--- config.mk ---
export PLATFORM = sky130hd
export DESIGN_NAME = lc3_control_fsm
export DESIGN_NICKNAME = d
export VERILOG_FILES = /design/src/rtl/lc3_control_fsm.sv
export SDC_FILE = /design/constraint.sdc
export NUM_CORES = 1
export LEC_CHECK = 0
export ABC_CLOCK_PERIOD_IN_PS = 1600
export CAP_MARGIN = 20
export CORE_MARGIN = 2
export CORE_UTILIZATION = 40
export DETAILED_ROUTE_END_ITERATION = 10
export HOLD_SLACK_MARGIN = 0.05
export PLACE_DENSITY = 0.79
export SLEW_MARGIN = 20
export SYNTH_ARGS = -nofsm -noshare
export SYNTH_HDL_FRONTEND = slang
export SYNTH_SLANG_ARGS = --single-unit
--- constraint.sdc ---
create_clock -name clk -period 1.6 [get_ports clk]
set_input_delay 0.16 -clock clk [delete_from_list [all_inputs] [get_ports clk]]
set_output_delay 0.16 -clock clk [all_outputs]
set_load 0.01 [all_outputs]
--- src/rtl/lc3_control_fsm.sv ---
// lc3_control_fsm: multi-cycle fetch/decode/execute control unit for an
// LC-3 subset. Holds the instruction register, the NZP condition codes
// and a retired-instruction counter, and drives the memory request, the
// PC load/select and the register-file write enable.
//
// Optional build macro: ILLEGAL_TRAP_EN
//   defined   -> an unsupported opcode sets the sticky illegal flag and
//                parks the FSM in HALT until reset.
//   undefined -> unsupported opcodes retire as NOPs and illegal stays 0.

module lc3_control_fsm #(
  parameter logic [2:0] RESET_NZP = 3'b010,
  parameter int         CNT_W     = 16
) (
  input  logic             clk,
  input  logic             rst,
  input  logic             mem_rdy,
  input  logic [15:0]      mem_rdata,
  input  logic [15:0]      result,
  output logic             mem_req,
  output logic [15:0]      ir,
  output logic             pc_ld,
  output logic [1:0]       pc_sel,
  output logic             reg_we,
  output logic [2:0]       nzp,
  output logic [1:0]       state,
  output logic [CNT_W-1:0] retired,
  output logic             illegal
);

  typedef enum logic [1:0] {
    FETCH   = 2'b00,
    DECODE  = 2'b01,
    EXECUTE = 2'b10,
    HALT    = 2'b11
  } state_t;

  localparam logic [3:0] OP_BR  = 4'b0000;
  localparam logic [3:0] OP_ADD = 4'b0001;
  localparam logic [3:0] OP_AND = 4'b0101;
  localparam logic [3:0] OP_NOT = 4'b1001;
  localparam logic [3:0] OP_JMP = 4'b1100;
  localparam logic [3:0] OP_LEA = 4'b1110;

  localparam logic [1:0] SEL_INC = 2'b00;
  localparam logic [1:0] SEL_OFF = 2'b01;
  localparam logic [1:0] SEL_REG = 2'b10;

  state_t cur_state;
  state_t next_state;

  logic [3:0] opcode;
  logic       is_alu;
  logic       is_br;
  logic       is_jmp;
  logic       is_legal;
  logic       br_taken;
  logic       fetch_done;
  logic       exec_cycle;
  logic       retire_now;
  logic [2:0] result_cc;

  assign state  = cur_state;
  assign opcode = ir[15:12];

  // Opcode classification and branch resolution against the current codes.
  always_comb begin
    is_alu   = (opcode == OP_ADD) || (opcode == OP_AND) ||
               (opcode == OP_NOT) || (opcode == OP_LEA);
    is_br    = (opcode == OP_BR);
    is_jmp   = (opcode == OP_JMP);
    is_legal = is_alu || is_br || is_jmp;
    br_taken = is_br && (|(ir[11:9] & nzp));
  end

  // Condition codes derived from the result bus; exactly one bit is set.
  always_comb begin
    result_cc = 3'b000;
    if (result[15]) begin
      result_cc = 3'b100;
    end else if (result == 16'h0000) begin
      result_cc = 3'b010;
    end else begin
      result_cc = 3'b001;
    end
  end

  // Qualified events used by both the register block and the strobes.
  always_comb begin
    fetch_done = (cur_state == FETCH) && mem_rdy;
    exec_cycle = (cur_state == EXECUTE);
`ifdef ILLEGAL_TRAP_EN
    retire_now = exec_cycle && is_legal;
`else
    retire_now = exec_cycle;
`endif
  end

  // State register plus the architectural registers it sequences.
  always_ff @(posedge clk) begin
    if (rst) begin
      cur_state <= FETCH;
      ir        <= 16'h0000;
      nzp       <= RESET_NZP;
      retired   <= '0;
      illegal   <= 1'b0;
    end else begin
      cur_state <= next_state;
      if (fetch_done) begin
        ir <= mem_rdata;
      end
      if (exec_cycle && is_alu) begin
        nzp <= result_cc;
      end
      if (retire_now) begin
        retired <= retired + 1'b1;
      end
`ifdef ILLEGAL_TRAP_EN
      if (exec_cycle && !is_legal) begin
        illegal <= 1'b1;
      end
`else
      illegal <= 1'b0;
`endif
    end
  end

  // Next-state logic: fetch waits on the handshake, the rest take one cycle.
  always_comb begin
    next_state = cur_state;
    unique case (cur_state)
      FETCH: begin
        if (mem_rdy) begin
          next_state = DECODE;
        end
      end
      DECODE: begin
        next_state = EXECUTE;
      end
      EXECUTE: begin
`ifdef ILLEGAL_TRAP_EN
        next_state = is_legal ? FETCH : HALT;
`else
        next_state = FETCH;
`endif
      end
      HALT: begin
`ifdef ILLEGAL_TRAP_EN
        next_state = HALT;
`else
        next_state = FETCH;
`endif
      end
      default: begin
        next_state = FETCH;
      end
    endcase
  end

  // Output strobes; everything is held low while reset is asserted.
  always_comb begin
    mem_req = 1'b0;
    pc_ld   = 1'b0;
    pc_sel  = SEL_INC;
    reg_we  = 1'b0;
    if (!rst) begin
      unique case (cur_state)
        FETCH: begin
          mem_req = 1'b1;
          if (mem_rdy) begin
            pc_ld  = 1'b1;
            pc_sel = SEL_INC;
          end
        end
        EXECUTE: begin
          if (is_alu) begin
            reg_we = 1'b1;
          end else if (br_taken) begin
            pc_ld  = 1'b1;
            pc_sel = SEL_OFF;
          end else if (is_jmp) begin
            pc_ld  = 1'b1;
            pc_sel = SEL_REG;
          end
        end
        default: begin
          mem_req = 1'b0;
        end
      endcase
    end
  end

endmodule

==> impl_metrics.py, run 1 <==
metrics = {
    "outcome": {
        "failed_checks": "negative setup slack",
        "run_status": "complete, but fails checks",
    },
    "floorplan": {
        "initial_utilization": 0.4075,
        "die_w_um": 67.38,
        "rows": 23,
        "io_pins": 78,
        "core_area_um2": 3943,
        "die_y_um": 67.38,
        "dieArea_um2": 4539,
    },
    "layout": {
        "postLayoutCoreUtil": 0.7122,
        "syn_to_final_growth_pct": 74.77,
        "final_nets": 334,
        "num_antenna_cells": 0,
        "drive_above_1_share": 0.2315,
    },
    "power_and_ir_drop": {
        "power_density_nw_per_um2": 740.0,
        "p_leak_nw": 1.131,
        "vdd_drop_max_mv": 0.6463,
        "power_mw": 2.078,
    },
    "place": {
        "dpl.hpwl_um": 3262,
        "port_buffers": 76,
        "gp_routability_congestion": 0.7502,
    },
    "job": {
        "timing.max_cap.violations": 0,
    },
    "sta": {
        "setup_tns_ns": -0.2003,
        "worst_slew_pin_slew_ns": 0.5298,
        "finalSetupViolations": 3,
        "hold_viol_final": 0,
        "slew_viol_final": 0,
        "skew_ns": 0.006593,
        "fin_crit_ns": 1.750,
        "rsz0062_at_grt": "true",
        "relSlewSlack": 0.6460,
        "finalCritPeriodShare": 1.093,
        "fin_ws_ns": -0.1496,
        "fmax_mhz": 571.6,
        "hold_slack_ns": 0.4068,
    },
    "setup_path": {
        "worst_setup_path_start_kind": "flop",
        "end_kind": "primary output",
        "critical-path-slowest-cell": "a222oi_1",
        "path_max_fanout": 2,
        "arrival_ns": 1.59,
        "worstSetupPathType": "reg -> out",
        "max_stage_delay_ns": 0.39,
        "cp.buffers_inverters": 1,
        "crit_family": "compound AO/OA/AOI/OAI gates",
        "crit_chain": "a222oi_1 -> or3_1 -> a21oi_1 -> or2_1 -> buf_2",
        "cp.required_ns": 1.44,
    },
    "global_routing": {
        "grt-ovfl-total": 0,
        "antenna_found_initial": 0,
        "first_global_vias": 1649,
        "grt_usage": 0.2168,
        "grt_max_degree": 40,
        "grt_pass1_wl_um": 7265,
    },
    "cts": {
        "clock_latency_ns": 0.30,
        "cts_tree": "done",
        "cts_buffer_depth": 2,
        "clk_pin_slew_ns": 0.07,
        "clockRootBuffer": "clkbuf_8",
        "htreeDepth": 2,
        "postCtsHoldBufs": 0,
        "cts_buffers": 5,
        "cts_sinks": 37,
    },
    "logic_synthesis": {
        "synth-warning-count": 0,
        "yosysUniqueCellTypes": 37,
        "synth_nets": 226,
        "syn_inst": 190,
        "syn_area_um2": 1607,
        "ys_seq_area_frac": 0.4611,
        "ys_ff_latch": 37,
        "syn_avg_cell_area_um2": 8.455,
    },
    "route": {
        "drt-pass1-iter-count": 4,
        "remaining_drc_errors": 0,
        "drt_wl_total_um": 4557,
        "drt_iter0_drc": 93,
        "vias_per_cell": 4.960,
        "vias": 1726,
        "ant_nets": 0,
        "wl_per_cell_um": 13.09,
    },
    "worst_hold_path": {
        "hold_path.class": "in -> reg",
    },
}
-- cells in the final DEF (no fill, tap or decap), drive strengths merged, types with 3 or more instances in the layout --
| master | count |
|---|---|
| clkdlybuf4s50 | 70 |
| nand2 | 40 |
| dfxtp | 37 |
| buf | 37 |
| a21oi | 23 |
| nor2 | 18 |
| nor4 | 8 |
| xnor2 | 7 |
| nand4 | 6 |
| nand3 | 6 |
| xor2 | 5 |
| clkbuf | 5 |
| o21ai | 3 |
| nor3 | 3 |
| nor2b | 3 |
-- per-layer routing --
layer | vias to the layer above | track usage | share of wire
met2 | 51 | 0.3849 | 0.51
met5 | - | 0 | 0
met3 | 8 | 0.08000 | 0.075
li1 | 870 | - | -
met1 | 797 | 0.2267 | 0.39
met4 | 0 | 0.09949 | 0.018
-- cell type report --
class | count | area, um^2
clock buffers | 5 | 68.82
clock inverters | 2 | 35.03
fillers | 312 | 1135
inverters | 1 | 3.754
multi-input cells | 144 | 897.1
flip-flops and latches | 37 | 747.0
well taps | 50 | 62.56
repair buffers | 109 | 993.5
-- kinds of logic after synthesis --
group | Yosys count | synth area share
buf+inv | 9 | 0.02414
fa+ha+maj | 1 | 0.007787
mux | 2 | 0.01869
other cells | 1 | 0.002334
simple gates | 100 | 0.3279
flops | 37 | 0.4611
compound gates | 28 | 0.09268
xor+xnor | 12 | 0.06542
-- flip-flops by register name, summed over array words and instances (netlist names) --
signal,count
state,2
nzp,3
ir,16
retired,16
-- path summary, 6_finish.rpt --
check,end,depth (start not counted),slack [ns],from
min reg2reg,ir[0],2,0.46,ir[0]
min,ir[7],3,0.41,mem_rdata[7]
max,pc_ld,5,-0.15,ir[9]
max reg2reg,nzp[0],6,0.04,ir[12]
-- cell usage after synthesis (all sizes together) --
| cell type | count | area share |
|---|---|---|
| nand2 | 40 | 0.093 |
| dfxtp | 37 | 0.46 |
| a21oi | 23 | 0.072 |
| nor2 | 18 | 0.042 |
| nor4 | 8 | 0.040 |
| xnor2 | 7 | 0.038 |
| nand3 | 6 | 0.025 |
| nand4 | 6 | 0.027 |
| clkbuf | 5 | 0.012 |
| xor2 | 5 | 0.027 |
| buf | 3 | 0.010 |
| nor2b | 3 | 0.012 |
| nor3 | 3 | 0.0093 |
| o21ai | 3 | 0.0093 |
| and2 | 2 | 0.0078 |
| and4b | 2 | 0.012 |
| mux2 | 2 | 0.019 |
| nand2b | 2 | 0.0078 |
| or3 | 2 | 0.0078 |
| a211o | 1 | 0.0055 |
| a222oi | 1 | 0.0062 |
| and3 | 1 | 0.0039 |
| and4 | 1 | 0.0055 |
| conb | 1 | 0.0023 |
| ha | 1 | 0.0078 |
| inv | 1 | 0.0023 |
| nand3b | 1 | 0.0047 |
| nand4b | 1 | 0.0093 |
| nor3b | 1 | 0.0047 |
| or2 | 1 | 0.0039 |
| or4 | 1 | 0.0047 |
| or4b | 1 | 0.0062 |
-- power by group --
group	internal (mW)	total (mW)	switching, mW
combinational	0.195	0.322	0.127
sequential	0.951	0.971	0.0197
clock	0.453	0.784	0.331
total	1.60	2.08	0.478
-- worst register-to-register path, cell delays in order (launching register included) --
cell and delay (ns):
dfxtp_2 0.33, buf_4 0.14, and4b_1 0.26, a21oi_2 0.04
buf_4 0.14, or4b_4 0.48, a21oi_2 0.11
-- through the flow --
step	instances	worst slack [ns]	area (um^2)
6_report	348	-0.1496	2808
4_1_cts	348	-0.1583	2759
5_1_grt	348	-0.1999	2808
3_5_place_dp	340	-0.4627	2635
3_3_place_gp	340	-0.4757	2635
2_1_floorplan	190	0.04831	1607
-- timing repair --
action,in CTS,in global routing
cloned,0,0
endpoints found under the hold margin,0,0
gates resized for setup,26,12
pin swaps,2,1
buffers inserted,1,0
endpoints found under the setup margin,5,12
(Power assumes the default switching activity.)
==> inputs of run 2 (changes only) <==
- CTS_CLUSTER_DIAMETER: default -> 60
==> results of run 2 <==
Same layout as run 1: the final DEF is identical, and so are final timing and power.
==> inputs of run 3 (changes only) <==
- PLACE_DENSITY: 0.79 -> 0.9
==> impl_metrics.py, run 3 (synthesized netlist as in run 1, its figures left out) <==
metrics = {
    "floorplan": {
        "io_pins": 78,
        "die_w_um": 67.38,
        "rows": 23,
        "dieArea_um2": 4539,
        "initial_utilization": 0.4075,
        "die_y_um": 67.38,
        "core_area_um2": 3943,
    },
    "cts": {
        "clk_pin_slew_ns": 0.07,
        "clock_latency_ns": 0.29,
        "cts_buffers": 5,
        "cts_buffer_depth": 2,
        "clockRootBuffer": "clkbuf_8",
        "htreeDepth": 2,
        "cts_sinks": 37,
        "cts_tree": "done",
    },
    "sta": {
        "hold_viol_final": 0,
        "fin_crit_ns": 1.702,
        "skew_ns": 0.004731,
        "finalSetupViolations": 1,
        "slew_viol_final": 0,
        "rsz0062_at_grt": "true",
        "fin_ws_ns": -0.1023,
        "finalCritPeriodShare": 1.064,
        "fmax_mhz": 587.4,
    },
    "route": {
        "drt-pass1-iter-count": 4,
        "wl_per_cell_um": 12.62,
        "drt_iter0_drc": 57,
        "vias": 1711,
        "ant_nets": 0,
        "remaining_drc_errors": 0,
        "drt_wl_total_um": 4454,
        "vias_per_cell": 4.847,
    },
    "global_routing": {
        "antenna_found_initial": 0,
        "grt_max_degree": 40,
        "grt-ovfl-total": 0,
        "grt_usage": 0.2037,
        "first_global_vias": 1611,
        "grt_pass1_wl_um": 6996,
    },
    "setup_path": {
        "path_max_fanout": 2,
        "cp.buffers_inverters": 1,
        "arrival_ns": 1.54,
        "end_kind": "primary output",
        "worstSetupPathType": "reg -> out",
        "critical-path-slowest-cell": "a222oi_1",
        "crit_family": "simple AND/OR/NAND/NOR gates",
        "crit_chain": "a222oi_1 -> or3_1 -> a21oi_2 -> or2_1 -> buf_2",
        "worst_setup_path_start_kind": "flop",
        "cp.required_ns": 1.44,
        "max_stage_delay_ns": 0.33,
    },
    "layout": {
        "postLayoutCoreUtil": 0.7204,
        "reg_top3": "ir: 16 flops, retired: 16 flops, nzp: 3 flops",
        "multi_input_area_um2": 902.1,
        "final_common_cell": "clkdlybuf4s50_1",
        "layout_common_cells": "clkdlybuf4s50_1 (71), nand2_1 (40), buf_4 (34), dfxtp_1 (33), a21oi_1 (20)",
        "final_nets": 339,
        "fill_cells": 278,
        "layout.area.seq_um2": 745.7,
        "syn_to_final_growth_pct": 76.79,
        "drive_above_1_share": 0.2343,
        "num_antenna_cells": 0,
    },
    "job": {
        "timing.max_cap.violations": 0,
    },
    "place": {
        "dpl.hpwl_um": 3252,
        "port_buffers": 76,
        "gp_routability_congestion": 0.7631,
    },
    "outcome": {
        "run_status": "complete, but fails checks",
        "failed_checks": "negative setup slack",
    },
    "worst_hold_path": {
        "hold_path.class": "in -> reg",
    },
    "power_and_ir_drop": {
        "power_mw": 1.962,
        "p_leak_nw": 1.141,
        "vdd_drop_max_mv": 0.5316,
        "power_density_nw_per_um2": 690.7,
    },
}
run 3: cell types whose count changed in the layout (fill, tap and decap cells not counted), moves of 2 or more:
cell    change
buf_6       +3
nor2_1      +2
buf_4       +2
nor2_2      -2
run 3: report_power, final:
part / internal [mW] / total [mW] / switching [mW]
sequential: 0.952 / 0.970 / 0.0184
clock: 0.342 / 0.650 / 0.309
combinational: 0.209 / 0.341 / 0.132
run 3: worst paths after layout:
path         slack [ns]           from  cells after the start           to
max               -0.10          ir[9]                      5        pc_ld
min                0.42  mem_rdata[14]                      3       ir[14]
max reg2reg        0.02       state[0]                      5  retired[15]
min reg2reg        0.46          ir[1]                      2        ir[1]
run 3: final cells by class:
| type | instances | share of cell area |
|---|---|---|
| clock buffers | 7 | 0.03040 |
| flip-flops and latches | 37 | 0.2626 |
| repair buffers | 114 | 0.3661 |
| multi-input cells | 144 | 0.3176 |
| inverters | 1 | 0.001322 |
| well taps | 50 | 0.02203 |
run 3: routing by layer:
| metal | wire length, um | GRT usage |
|---|---|---|
| met5 | 0 | 0 |
| met3 | 314 | 0.09500 |
| met2 | 2244 | 0.3391 |
| met4 | 44 | 0.05867 |
| met1 | 1850 | 0.2337 |
run 3: repair_timing:
item / in CTS / in global routing
hold buffers: 0 / 0
setup endpoints to repair: 5 / 10
cloned: 0 / 0
buffers inserted: 0 / 6
pin swaps: 1 / 7
resized for setup: 23 / 16
run 3: stage by stage:
| step | cell area [um^2] | std cells | setup TNS, ns | worst slack, ns | hold slack, ns |
|---|---|---|---|---|---|
| after floorplan | 1607 | 190 | 0 | 0.04831 | 0.2960 |
| after global placement | 2635 | 340 | -1.542 | -0.4420 | 0.4416 |
| after detailed placement | 2635 | 340 | -1.571 | -0.4301 | 0.4468 |
| after CTS | 2743 | 347 | -0.1799 | -0.1799 | 0.4149 |
| after global routing | 2840 | 353 | -0.4133 | -0.2136 | 0.4241 |
| final | 2840 | 353 | -0.1023 | -0.1023 | 0.4192 |
run 3: worst reg2reg max path: stages (launching register included):
cell	delay, ns
dfxtp_2	0.33
buf_6	0.12
nand4b_4	0.18
nor4_4	0.40
nand3_2	0.13
mux2_4	0.31
